**src/rtl/pattern_sequencer_pkg.sv**
```systemverilog
// Shared types, default geometry and the auto-advance wrap rule for the LED cube
// pattern sequencer.
package led_cube_pkg;

    localparam int ROWS_DEF    = 10;
    localparam int COLS_DEF    = 10;
    localparam int NUM_PAT_DEF = 16;
    localparam int HOLD_W_DEF  = 16;

    typedef enum logic [1:0] {
        IDLE   = 2'd0,
        COPY   = 2'd1,
        COMMIT = 2'd2
    } seq_state_t;

    // Successor in the auto cycle; last_pat is clamped to the top stored pattern.
    function automatic int next_pat(int cur, int last_pat, int num_pat);
        int eff_last;
        eff_last = (last_pat < num_pat - 1) ? last_pat : num_pat - 1;
        return (cur >= eff_last) ? 0 : cur + 1;
    endfunction

endpackage

```
**src/rtl/pattern_sequencer_if.sv**
```systemverilog
// Bundle between the pattern loader/controller (master) and the sequencer (slave),
// including the frame output towards the row driver and a state debug tap.
interface pattern_sequencer_if #(
    parameter int ROWS    = led_cube_pkg::ROWS_DEF,
    parameter int COLS    = led_cube_pkg::COLS_DEF,
    parameter int NUM_PAT = led_cube_pkg::NUM_PAT_DEF,
    parameter int HOLD_W  = led_cube_pkg::HOLD_W_DEF
);
    import led_cube_pkg::*;

    localparam int PW = $clog2(NUM_PAT);
    localparam int RW = $clog2(ROWS);

    // wr_en and sel_load are valid-only strobes with no ready: a row write is taken
    // on every cycle it is valid; sel_load is taken only when busy=0, otherwise it is
    // dropped (busy is the inverted ready), and it is never queued.
    logic                   wr_en;
    logic [PW-1:0]          wr_pat;
    logic [RW-1:0]          wr_row;
    logic [COLS-1:0]        wr_data;
    logic                   sel_load;
    logic [PW-1:0]          sel_pat;
    logic                   auto_en;
    logic [HOLD_W-1:0]      hold_cycles;
    logic [PW-1:0]          last_pat;
    logic [ROWS*COLS-1:0]   frame;
    logic [PW-1:0]          frame_pat;
    logic                   frame_strobe;
    logic                   busy;
    seq_state_t             dbg_state;

    modport master (
        output wr_en, wr_pat, wr_row, wr_data, sel_load, sel_pat,
               auto_en, hold_cycles, last_pat,
        input  frame, frame_pat, frame_strobe, busy, dbg_state
    );

    modport slave (
        input  wr_en, wr_pat, wr_row, wr_data, sel_load, sel_pat,
               auto_en, hold_cycles, last_pat,
        output frame, frame_pat, frame_strobe, busy, dbg_state
    );

endinterface

```
**src/rtl/pattern_sequencer_mem.sv**
```systemverilog
// Pattern store: NUM_PAT x ROWS flop array, one row write port and one asynchronous
// row read port that returns the pre-write value on a same-cycle collision.
module pattern_mem #(
    parameter int ROWS    = led_cube_pkg::ROWS_DEF,
    parameter int COLS    = led_cube_pkg::COLS_DEF,
    parameter int NUM_PAT = led_cube_pkg::NUM_PAT_DEF,
    localparam int PW     = $clog2(NUM_PAT),
    localparam int RW     = $clog2(ROWS)
) (
    input  logic            clk,
    input  logic            rst_n,
    input  logic            wr_en,
    input  logic [PW-1:0]   wr_pat,
    input  logic [RW-1:0]   wr_row,
    input  logic [COLS-1:0] wr_data,
    input  logic [PW-1:0]   rd_pat,
    input  logic [RW-1:0]   rd_row,
    output logic [COLS-1:0] rd_data
);

    localparam logic [PW:0] PAT_LIM = (PW + 1)'(NUM_PAT);
    localparam logic [RW:0] ROW_LIM = (RW + 1)'(ROWS);

    logic [COLS-1:0] r_mem [NUM_PAT][ROWS];
    logic            w_wr_ok;

    assign w_wr_ok = wr_en && ({1'b0, wr_pat} < PAT_LIM) && ({1'b0, wr_row} < ROW_LIM);

    always_ff @(posedge clk or negedge rst_n) begin
        if (!rst_n) begin
            for (int p = 0; p < NUM_PAT; p++) begin
                for (int r = 0; r < ROWS; r++) begin
                    r_mem[p][r] <= '0;
                end
            end
        end else if (w_wr_ok) begin
            r_mem[wr_pat][wr_row] <= wr_data;
        end
    end

    assign rd_data = r_mem[rd_pat][rd_row];

endmodule

```
**src/rtl/pattern_sequencer.sv**
```systemverilog
// Frame sequencer: copies the selected pattern row by row into a back buffer, then
// commits it to the displayed frame in one edge so the output never tears.
module pattern_sequencer
    import led_cube_pkg::*;
#(
    parameter int ROWS    = ROWS_DEF,
    parameter int COLS    = COLS_DEF,
    parameter int NUM_PAT = NUM_PAT_DEF,
    parameter int HOLD_W  = HOLD_W_DEF
) (
    input  logic               clk,
    input  logic               rst_n,
    pattern_sequencer_if.slave bus
);

    localparam int PW = $clog2(NUM_PAT);
    localparam int RW = $clog2(ROWS);
    localparam logic [PW:0]   PAT_LIM  = (PW + 1)'(NUM_PAT);
    localparam logic [RW-1:0] LAST_ROW = RW'(ROWS - 1);

    seq_state_t           r_state;
    logic [RW-1:0]        r_row;
    logic [HOLD_W-1:0]    r_hold;
    logic [PW-1:0]        r_cur;
    logic [PW-1:0]        r_target;
    logic [PW-1:0]        r_frame_pat;
    logic [COLS-1:0]      r_back [ROWS];
    logic [ROWS*COLS-1:0] r_frame;
    logic                 r_strobe;
    logic                 r_busy;

    logic [COLS-1:0]      w_rd_data;
    logic                 w_sel_ok;
    logic                 w_start;
    logic [PW-1:0]        w_next;
    logic [PW-1:0]        w_start_pat;

    pattern_mem #(
        .ROWS    (ROWS),
        .COLS    (COLS),
        .NUM_PAT (NUM_PAT)
    ) u_mem (
        .clk     (clk),
        .rst_n   (rst_n),
        .wr_en   (bus.wr_en),
        .wr_pat  (bus.wr_pat),
        .wr_row  (bus.wr_row),
        .wr_data (bus.wr_data),
        .rd_pat  (r_target),
        .rd_row  (r_row),
        .rd_data (w_rd_data)
    );

    // Manual selection outranks an auto expiry arriving on the same edge.
    assign w_sel_ok    = bus.sel_load && ({1'b0, bus.sel_pat} < PAT_LIM);
    assign w_next      = PW'(next_pat(int'(r_cur), int'(bus.last_pat), NUM_PAT));
    assign w_start     = w_sel_ok || (bus.auto_en && (r_hold == '0));
    assign w_start_pat = w_sel_ok ? bus.sel_pat : w_next;

    always_ff @(posedge clk or negedge rst_n) begin
        if (!rst_n) begin
            r_state     <= IDLE;
            r_row       <= '0;
            r_hold      <= '0;
            r_cur       <= '0;
            r_target    <= '0;
            r_frame_pat <= '0;
            r_frame     <= '0;
            r_strobe    <= 1'b0;
            r_busy      <= 1'b0;
            for (int r = 0; r < ROWS; r++) begin
                r_back[r] <= '0;
            end
        end else begin
            r_strobe <= 1'b0;
            case (r_state)
                IDLE: begin
                    if (w_start) begin
                        r_target <= w_start_pat;
                        r_row    <= '0;
                        r_busy   <= 1'b1;
                        r_state  <= COPY;
                    end else if (bus.auto_en) begin
                        r_hold <= r_hold - HOLD_W'(1);
                    end
                end
                COPY: begin
                    r_back[r_row] <= w_rd_data;
                    if (r_row == LAST_ROW) begin
                        r_state <= COMMIT;
                    end else begin
                        r_row <= r_row + RW'(1);
                    end
                end
                COMMIT: begin
                    for (int r = 0; r < ROWS; r++) begin
                        r_frame[r*COLS +: COLS] <= r_back[r];
                    end
                    r_frame_pat <= r_target;
                    r_cur       <= r_target;
                    r_hold      <= bus.hold_cycles;
                    r_strobe    <= 1'b1;
                    r_busy      <= 1'b0;
                    r_state     <= IDLE;
                end
                default: r_state <= IDLE;
            endcase
        end
    end

    assign bus.frame        = r_frame;
    assign bus.frame_pat    = r_frame_pat;
    assign bus.frame_strobe = r_strobe;
    assign bus.busy         = r_busy;
    assign bus.dbg_state    = r_state;

endmodule

```
**src/flat_wrapper.sv**
```systemverilog
// flat-port wrapper written by rule: the top's interface ports become plain ports
module pattern_sequencer_flat import led_cube_pkg::*;
#(
    parameter int ROWS    = ROWS_DEF,
    parameter int COLS    = COLS_DEF,
    parameter int NUM_PAT = NUM_PAT_DEF,
    parameter int HOLD_W  = HOLD_W_DEF
)
  (clk, rst_n, bus_wr_en, bus_wr_pat, bus_wr_row, bus_wr_data, bus_sel_load, bus_sel_pat, bus_auto_en, bus_hold_cycles, bus_last_pat, bus_frame, bus_frame_pat, bus_frame_strobe, bus_busy, bus_dbg_state);
  pattern_sequencer_if #(.ROWS(ROWS), .COLS(COLS), .NUM_PAT(NUM_PAT), .HOLD_W(HOLD_W)) bus_i ();
  input  logic clk;
  input  logic rst_n;
  input wire logic [$bits(bus_i.wr_en)-1:0] bus_wr_en;
  input wire logic [$bits(bus_i.wr_pat)-1:0] bus_wr_pat;
  input wire logic [$bits(bus_i.wr_row)-1:0] bus_wr_row;
  input wire logic [$bits(bus_i.wr_data)-1:0] bus_wr_data;
  input wire logic [$bits(bus_i.sel_load)-1:0] bus_sel_load;
  input wire logic [$bits(bus_i.sel_pat)-1:0] bus_sel_pat;
  input wire logic [$bits(bus_i.auto_en)-1:0] bus_auto_en;
  input wire logic [$bits(bus_i.hold_cycles)-1:0] bus_hold_cycles;
  input wire logic [$bits(bus_i.last_pat)-1:0] bus_last_pat;
  output wire logic [$bits(bus_i.frame)-1:0] bus_frame;
  output wire logic [$bits(bus_i.frame_pat)-1:0] bus_frame_pat;
  output wire logic [$bits(bus_i.frame_strobe)-1:0] bus_frame_strobe;
  output wire logic [$bits(bus_i.busy)-1:0] bus_busy;
  output wire logic [$bits(bus_i.dbg_state)-1:0] bus_dbg_state;
  assign bus_i.wr_en = bus_wr_en;
  assign bus_i.wr_pat = bus_wr_pat;
  assign bus_i.wr_row = bus_wr_row;
  assign bus_i.wr_data = bus_wr_data;
  assign bus_i.sel_load = bus_sel_load;
  assign bus_i.sel_pat = bus_sel_pat;
  assign bus_i.auto_en = bus_auto_en;
  assign bus_i.hold_cycles = bus_hold_cycles;
  assign bus_i.last_pat = bus_last_pat;
  assign bus_frame = bus_i.frame;
  assign bus_frame_pat = bus_i.frame_pat;
  assign bus_frame_strobe = bus_i.frame_strobe;
  assign bus_busy = bus_i.busy;
  assign bus_dbg_state = bus_i.dbg_state;
  pattern_sequencer #(.ROWS(ROWS), .COLS(COLS), .NUM_PAT(NUM_PAT), .HOLD_W(HOLD_W)) u_core (.clk(clk), .rst_n(rst_n), .bus(bus_i));
endmodule
```
**config.mk**
```make
export PLATFORM = sky130hd
export DESIGN_NAME = pattern_sequencer_flat
export DESIGN_NICKNAME = d
export VERILOG_FILES = /design/src/rtl/pattern_sequencer_pkg.sv /design/src/rtl/pattern_sequencer_if.sv /design/src/rtl/pattern_sequencer_mem.sv /design/src/rtl/pattern_sequencer.sv /design/src/flat_wrapper.sv
export SDC_FILE = /design/constraint.sdc
export NUM_CORES = 2
export LEC_CHECK = 0
export ABC_AREA = 1
export CORE_ASPECT_RATIO = 2
export CORE_MARGIN = 3
export CORE_UTILIZATION = 45
export CTS_BUF_LIST = sky130_fd_sc_hd__clkbuf_16
export DETAILED_ROUTE_END_ITERATION = 8
export GPL_ROUTABILITY_DRIVEN = 0
export SLEW_MARGIN = 20
export SYNTH_ARGS = -nofsm -noshare
export SYNTH_HDL_FRONTEND = slang
export SYNTH_HIERARCHICAL = 1
export SYNTH_SLANG_ARGS = --single-unit
```
**constraint.sdc**
```tcl
create_clock -name clk -period 2.8 [get_ports clk]
set_input_delay 0.56 -clock clk [delete_from_list [all_inputs] [get_ports clk]]
set_output_delay 0.56 -clock clk [all_outputs]
set_load 0.01 [all_outputs]
```
---- Word level (Yosys, flattened, before mapping) ----
Index checks and enable logic that the tools add are counted.
W data, S select, Z words.
cells by class
  divide/modulo/power cells ............... 0
  shift operators ......................... 0
  add/sub/neg operators ................... 3
  order comparisons ....................... 10
  reductions and logical operators ........ 15
  multiplexer cells ....................... 29
  $mul .................................... 0
  bitwise operators ....................... 4
  eq/ne operators ......................... 8
operators with widths
  operator                 number
  $bwmux W1600             1
  $bmux W100 S4            1
  $demux W100 S4           1
  $mux W100                3
  $bwmux W100              1
  $demux W10 S4            2
  $bmux W10 S4             1
  $mux W10                 4
  $ge A5 B32 Y1            1
  $mux W16                 2
  $pmux W16 S2             1
  $ge A5 B5 Y1 const B     4
  $mux W4                  5
  $not A4 Y5               4
  $logic_not A16 Y1        1
  $sub A16 B1 Y16 const B  1
  $lt A5 B1 Y1 const B     3
  $add A4 B1 Y4 const B    2
  $lt A4 B4 Y1 const B     2
  $pmux W4 S2              1
  $ne A2 B2 Y1 const B     3
  $reduce_and A2 Y1        3
  $reduce_and A3 Y1        2
  $logic_and A1 B1 Y1      5
  other kinds (11)         15
storage, ports and cells
  flip-flop bits (word level) ............. 1832
  bits in latches ......................... 0
  memory bits (read-only) ................. 0
  memories ................................ 0
  memory bits (writable) .................. 0

---- Longest topological paths before layout ----
  depth in word-level cells ............... 8
  gate-level depth with buffers ........... 17

---- Modules after synthesis ----
Netlist, hierarchy kept.
by module, submodules not included
  module             sequential area each (µm²)  area an instance (µm²)  times used  cells an instance
  pattern_mem        40038.4                     72677.2                 1           8997
  pattern_sequencer  5805.6                      9487.8                  1           1086

---- Worst setup path before layout ----
OpenSTA, ideal clock, no wires.
  path kind ............................... reg2reg
  start point ............................. register u_core.r_target[0]
  end point ............................... register u_core/r_back[61] (netlist name)
  cell stages (with the launch flop) ...... 17
  clock period less this slack ............ 2.063 ns
  slack ................................... 0.737 ns
  setup time .............................. 0.083 ns
  path buffers ............................ 3
  arrival ................................. 1.980 ns
  data required time ...................... 2.717 ns
  cell sequence ........................... dfrtp_1 > buf_4 > inv_4 > buf_2 > clkbuf_1 > nand2_1 > nand3_1 > nand3_1 > nand3_1 > nand2_1 > nand2_1 > nand3_1 > nand3_1 > nand3_1 > nand2_1 > inv_1 > o21ai_0
on the way
  cells in the longest elaborated chain, start to end .. 8
ends and longest elaborated chain
  item                                          RTL line                     source
  from (decl)                                   pattern_sequencer.sv:25      logic [PW-1:0] r_target;
  from (signal assigned)                        pattern_sequencer.sv:79      r_target <= w_start_pat;
  $not A4 Y5 (implied by the code)              pattern_sequencer_mem.sv:41  assign rd_data = r_mem[rd_pat][rd_row];
  $bmux W100 S4                                 pattern_sequencer_mem.sv:41
  $mux W100 (implied by the code) (2 in a row)  pattern_sequencer_mem.sv:41
  $bmux W10 S4                                  pattern_sequencer_mem.sv:41
  $mux W10 (implied by the code) (2 in a row)   pattern_sequencer_mem.sv:41
  via u_core.w_rd_data[1]                       pattern_sequencer.sv:32      logic [COLS-1:0] w_rd_data;
  $bwmux W100                                   pattern_sequencer.sv:88      r_back[r_row] <= w_rd_data;
  to (signal, indexed assignment)               pattern_sequencer.sv:88
  to (decl)                                     pattern_sequencer.sv:27      logic [COLS-1:0] r_back [ROWS];
The timed path passes the listed nets, and every way through them passes these cells. The select of a mux whose other input is x is not followed.
A chain may end at the register's enable or synchronous reset.

---- Final worst setup path ----
  start point ............................. register u_core.r_target[0]
  end point ............................... register u_core/r_back[39] (netlist name)
The elaborated chain is that of the path after synthesis.

==> flow_summary_export.csv <==
group,metric,value,unit
timing,worst_pin_slew,1.12,ns
min_path,hold_path.class,"input port to async pin",
final_layout,final_core_util,53.4,%
global_route,antenna_found_initial,4,
global_route,grt_pass1_wl,434000,um
clock_tree,cts_max_path_buffers,4,
status,status,"finished with violations",
floorplan,dieArea,0.188,mm2
routing,drt_pass1_iterations,6,
place,dp_hpwl,190000,um
floorplan,die_h,610,um
setup_path,crit_type,"flip-flop to flip-flop",
routing,wl_per_cell,22.6,um
timing,hold_viol,0,
logic_synthesis,syn-num-nets,10100,
global_route,grt_max_degree,128,
global_route,grt_pass1_vias,71100,
timing,timing.clock.skew,0.0265,ns
status,violations,"setup timing",
timing,slew_violations,0,
timing,slew-limit-headroom,24.9,%
setup_path,crit_slowest_cell,"dfrtp_4",
floorplan,die_x,308,um
power,leakagePower,43.6,nW
logic_synthesis,syn_area,0.0822,mm2
final_layout,postLayoutCellArea,0.0968,mm2
floorplan,coreArea,0.181,mm2
place,place_ws,-0.240,ns
floorplan,start_util,45.3,%
floorplan,io_pins,155,
setup_path,critPathCaptureType,"flip-flop",
timing,fmax,355,MHz
clock_tree,clkSlewWorstSetupHoldPaths,0.07,ns
clock_tree,htree_levels,4,
routing,drt_wl_total,286000,um
power,power_density,919,mW/mm2
setup_path,cpPeakStageDelay,0.57,ns
global_route,grt_usage,30.1,%
routing,via_per_inst,5.68,
logic_synthesis,synth_edf_count,0,
routing,first_iter_violations,7780,
logic_synthesis,yosysTopAreaCell,"dfrtp_1",
logic_synthesis,async_flop_share,100,%
clock_tree,clkSinkCount,1832,
power,peakVddDrop,0.602,mV
timing,finalCritPeriodShare,101,%
routing,drc_errors,0,
setup_path,cp_cell_sequence,"buf_12, clkbuf_16, buf_16, nand2_1, nand3_1, nand3_1, nand3_2, nand2_2, buf_4, nand2_2, nand3_4, nand3_1, nand3_2, nand2_2, buf_12, nand2_1, o21ai_0",
logic_synthesis,synth_ff_type,"dfrtp_1",
logic_synthesis,yosysMostFrequentCell,"nand2_1",
routing,vias,72000,
timing,rsz0062_at_grt,"yes",
logic_synthesis,synth_common_cells,"nand2_1 (3637), dfrtp_1 (1832), o21ai_0 (1710), nand3_1 (1273), clkbuf_1 (495)",
logic_synthesis,synth_top_area_share,55.8,%
logic_synthesis,synth_seq_cells,1832,
logic_synthesis,ys_seq_area_share,55.8,%
setup_path,crit_arrival,3.47,ns
floorplan,num_rows,221,
final_layout,area_delta_synth_final,17.9,%
setup_path,crit_path_start_kind,"flip-flop",
flow_run,maxCapViolCount,0,
logic_synthesis,syn-instance-count,10100,
final_layout,nets,10200,
routing,ant_nets,0,
timing,post-route-min-period,2.82,ns
logic_synthesis,avgSynthCellArea,8.15,um2
logic_synthesis,synth_cell_types,35,
timing,setup_ws,-0.0202,ns
setup_path,critPathMaxFanout,19,
global_route,grt.overflow.total,0,
clock_tree,cts_inserted_buffers,171,
place,place_area,0.0899,mm2
clock_tree,cts_root_buf,"clkbuf_16",
place,io_buffers,154,
final_layout,drive_above_1_share,10.8,%
clock_tree,clk_latency,0.81,ns
setup_path,required,3.45,ns
logic_synthesis,yosys_warnings,6,
timing,setup_viol,5,
logic_synthesis,synth_area_leaders,"dfrtp_1 (56%), nand2_1 (17%), o21ai_0 (10%)",
clock_tree,cts_tree,"yes",
## logic make-up after synthesis
family / synth area share (%)
AOI/OAI and AO/OA: 12.8
xor gates and xnor gates: 0.0213
adders and majority gates: 0.168
buffers and inverters: 5.48
DFF: 55.8
and+or+nand+nor: 25.7
## state kept, by name, summed over array words and instances (netlist names), 2 cells and up
| register | cells |
|---|---|
| u_core/bus.dbg_state | 2 |
| u_core/bus.frame | 100 |
| u_core/bus.frame_pat | 4 |
| u_core/r_back | 100 |
| u_core/r_hold | 16 |
| u_core/r_row | 4 |
| u_core/r_target | 4 |
| u_core/u_mem/r_mem | 1600 |
## worst max-delay path, delay by kind of cell (launching register included)
kind	cells	cell delay, ns
buffers and inverters	5	0.78
and+or+nand+nor	11	1.17
DFF	1	0.57
AOI/OAI and AO/OA	1	0.09
## where the power goes
group | internal, W | switching [W] | total, W
clock | 0.0125 | 0.0103 | 0.0228
sequential | 0.0285 | 0.00134 | 0.0299
combinational | 0.0130 | 0.0233 | 0.0363
total | 0.0540 | 0.0349 | 0.0890
## metal layers
| metal | up-vias | routed length, um | GRT usage (%) |
|---|---|---|---|
| met2 | 2982 | 139000 | 50.4 |
| met1 | 34900 | 104000 | 35.0 |
| met5 | - | 27 | 0 |
| met3 | 800 | 16500 | 3.53 |
| li1 | 33300 | - | - |
| met4 | 4 | 26000 | 23.5 |
## per-stage QoR
step | setup TNS, ns | std cells | total power, W | hold WS [ns]
after floorplan | 0 | 10100 | 0.0461 | 0.264
after global placement | -13.72 | 12300 | 0.0631 | 0.455
after detailed placement | -14.46 | 12300 | 0.0632 | 0.458
after CTS | -0.00592 | 12700 | 0.0877 | 0.312
after global routing | -2.84 | 12700 | 0.0928 | 0.352
final | -0.0802 | 12700 | 0.0890 | 0.342
## final cells by class
type                            count  area [um2]
Antenna cell                        1        2.50
Clock buffer                      175        4380
Clock inverter                    130         917
Fill cell                       16800       84600
Inverter                          129         584
Multi-Input combinational cell   7223       32600
Sequential cell                  1832       45900
Tap cell                         2341        2930
Timing Repair Buffer              831        9560
## worst paths after layout
check	from	end	slack, ns	cells after the start
max in group asynchronous	rst_n	u_core/u_mem/r_mem[560]	1.18	4
setup reg to reg	u_core/r_target[0]	u_core/r_back[39]	-0.02	17
hold / removal	rst_n	u_core/u_mem/r_mem[546]	0.34	2
min in group clk	bus_hold_cycles[2]	u_core/r_hold[2]	0.40	5
hold reg to reg	u_core/r_back[69]	u_core/bus.frame[39]	0.46	2
setup / recovery	u_core/r_target[0]	u_core/r_back[39]	-0.02	17
## placed cells by master (no fill, tap or decap), types with 7 or more instances in the layout
cell,count
buf_12,171
buf_16,19
buf_4,434
buf_6,37
bufinv_16,13
clkbuf_16,184
clkdlybuf4s50_1,153
clkinv_1,43
clkinv_2,35
dfrtp_1,1827
ha_1,11
inv_1,133
inv_2,11
inv_6,14
nand2_1,3603
nand2_2,32
nand3_1,1168
nand3_2,93
nand3_4,12
nor2_1,213
nor2_2,18
nor2_4,7
o211ai_1,10
o21ai_0,1694
o21ai_1,254
o221ai_1,58
o22ai_1,20
## repair_timing
action                                  CTS  global route
endpoints found under the hold margin    44             0
endpoints found under the setup margin  100           100
cloned                                    7             9
resized for setup                       130           123
buffers inserted                         13             2
hold buffers                              1             0
pin swaps                                21            17
Note: power is estimated with default switching activity, not from simulation.
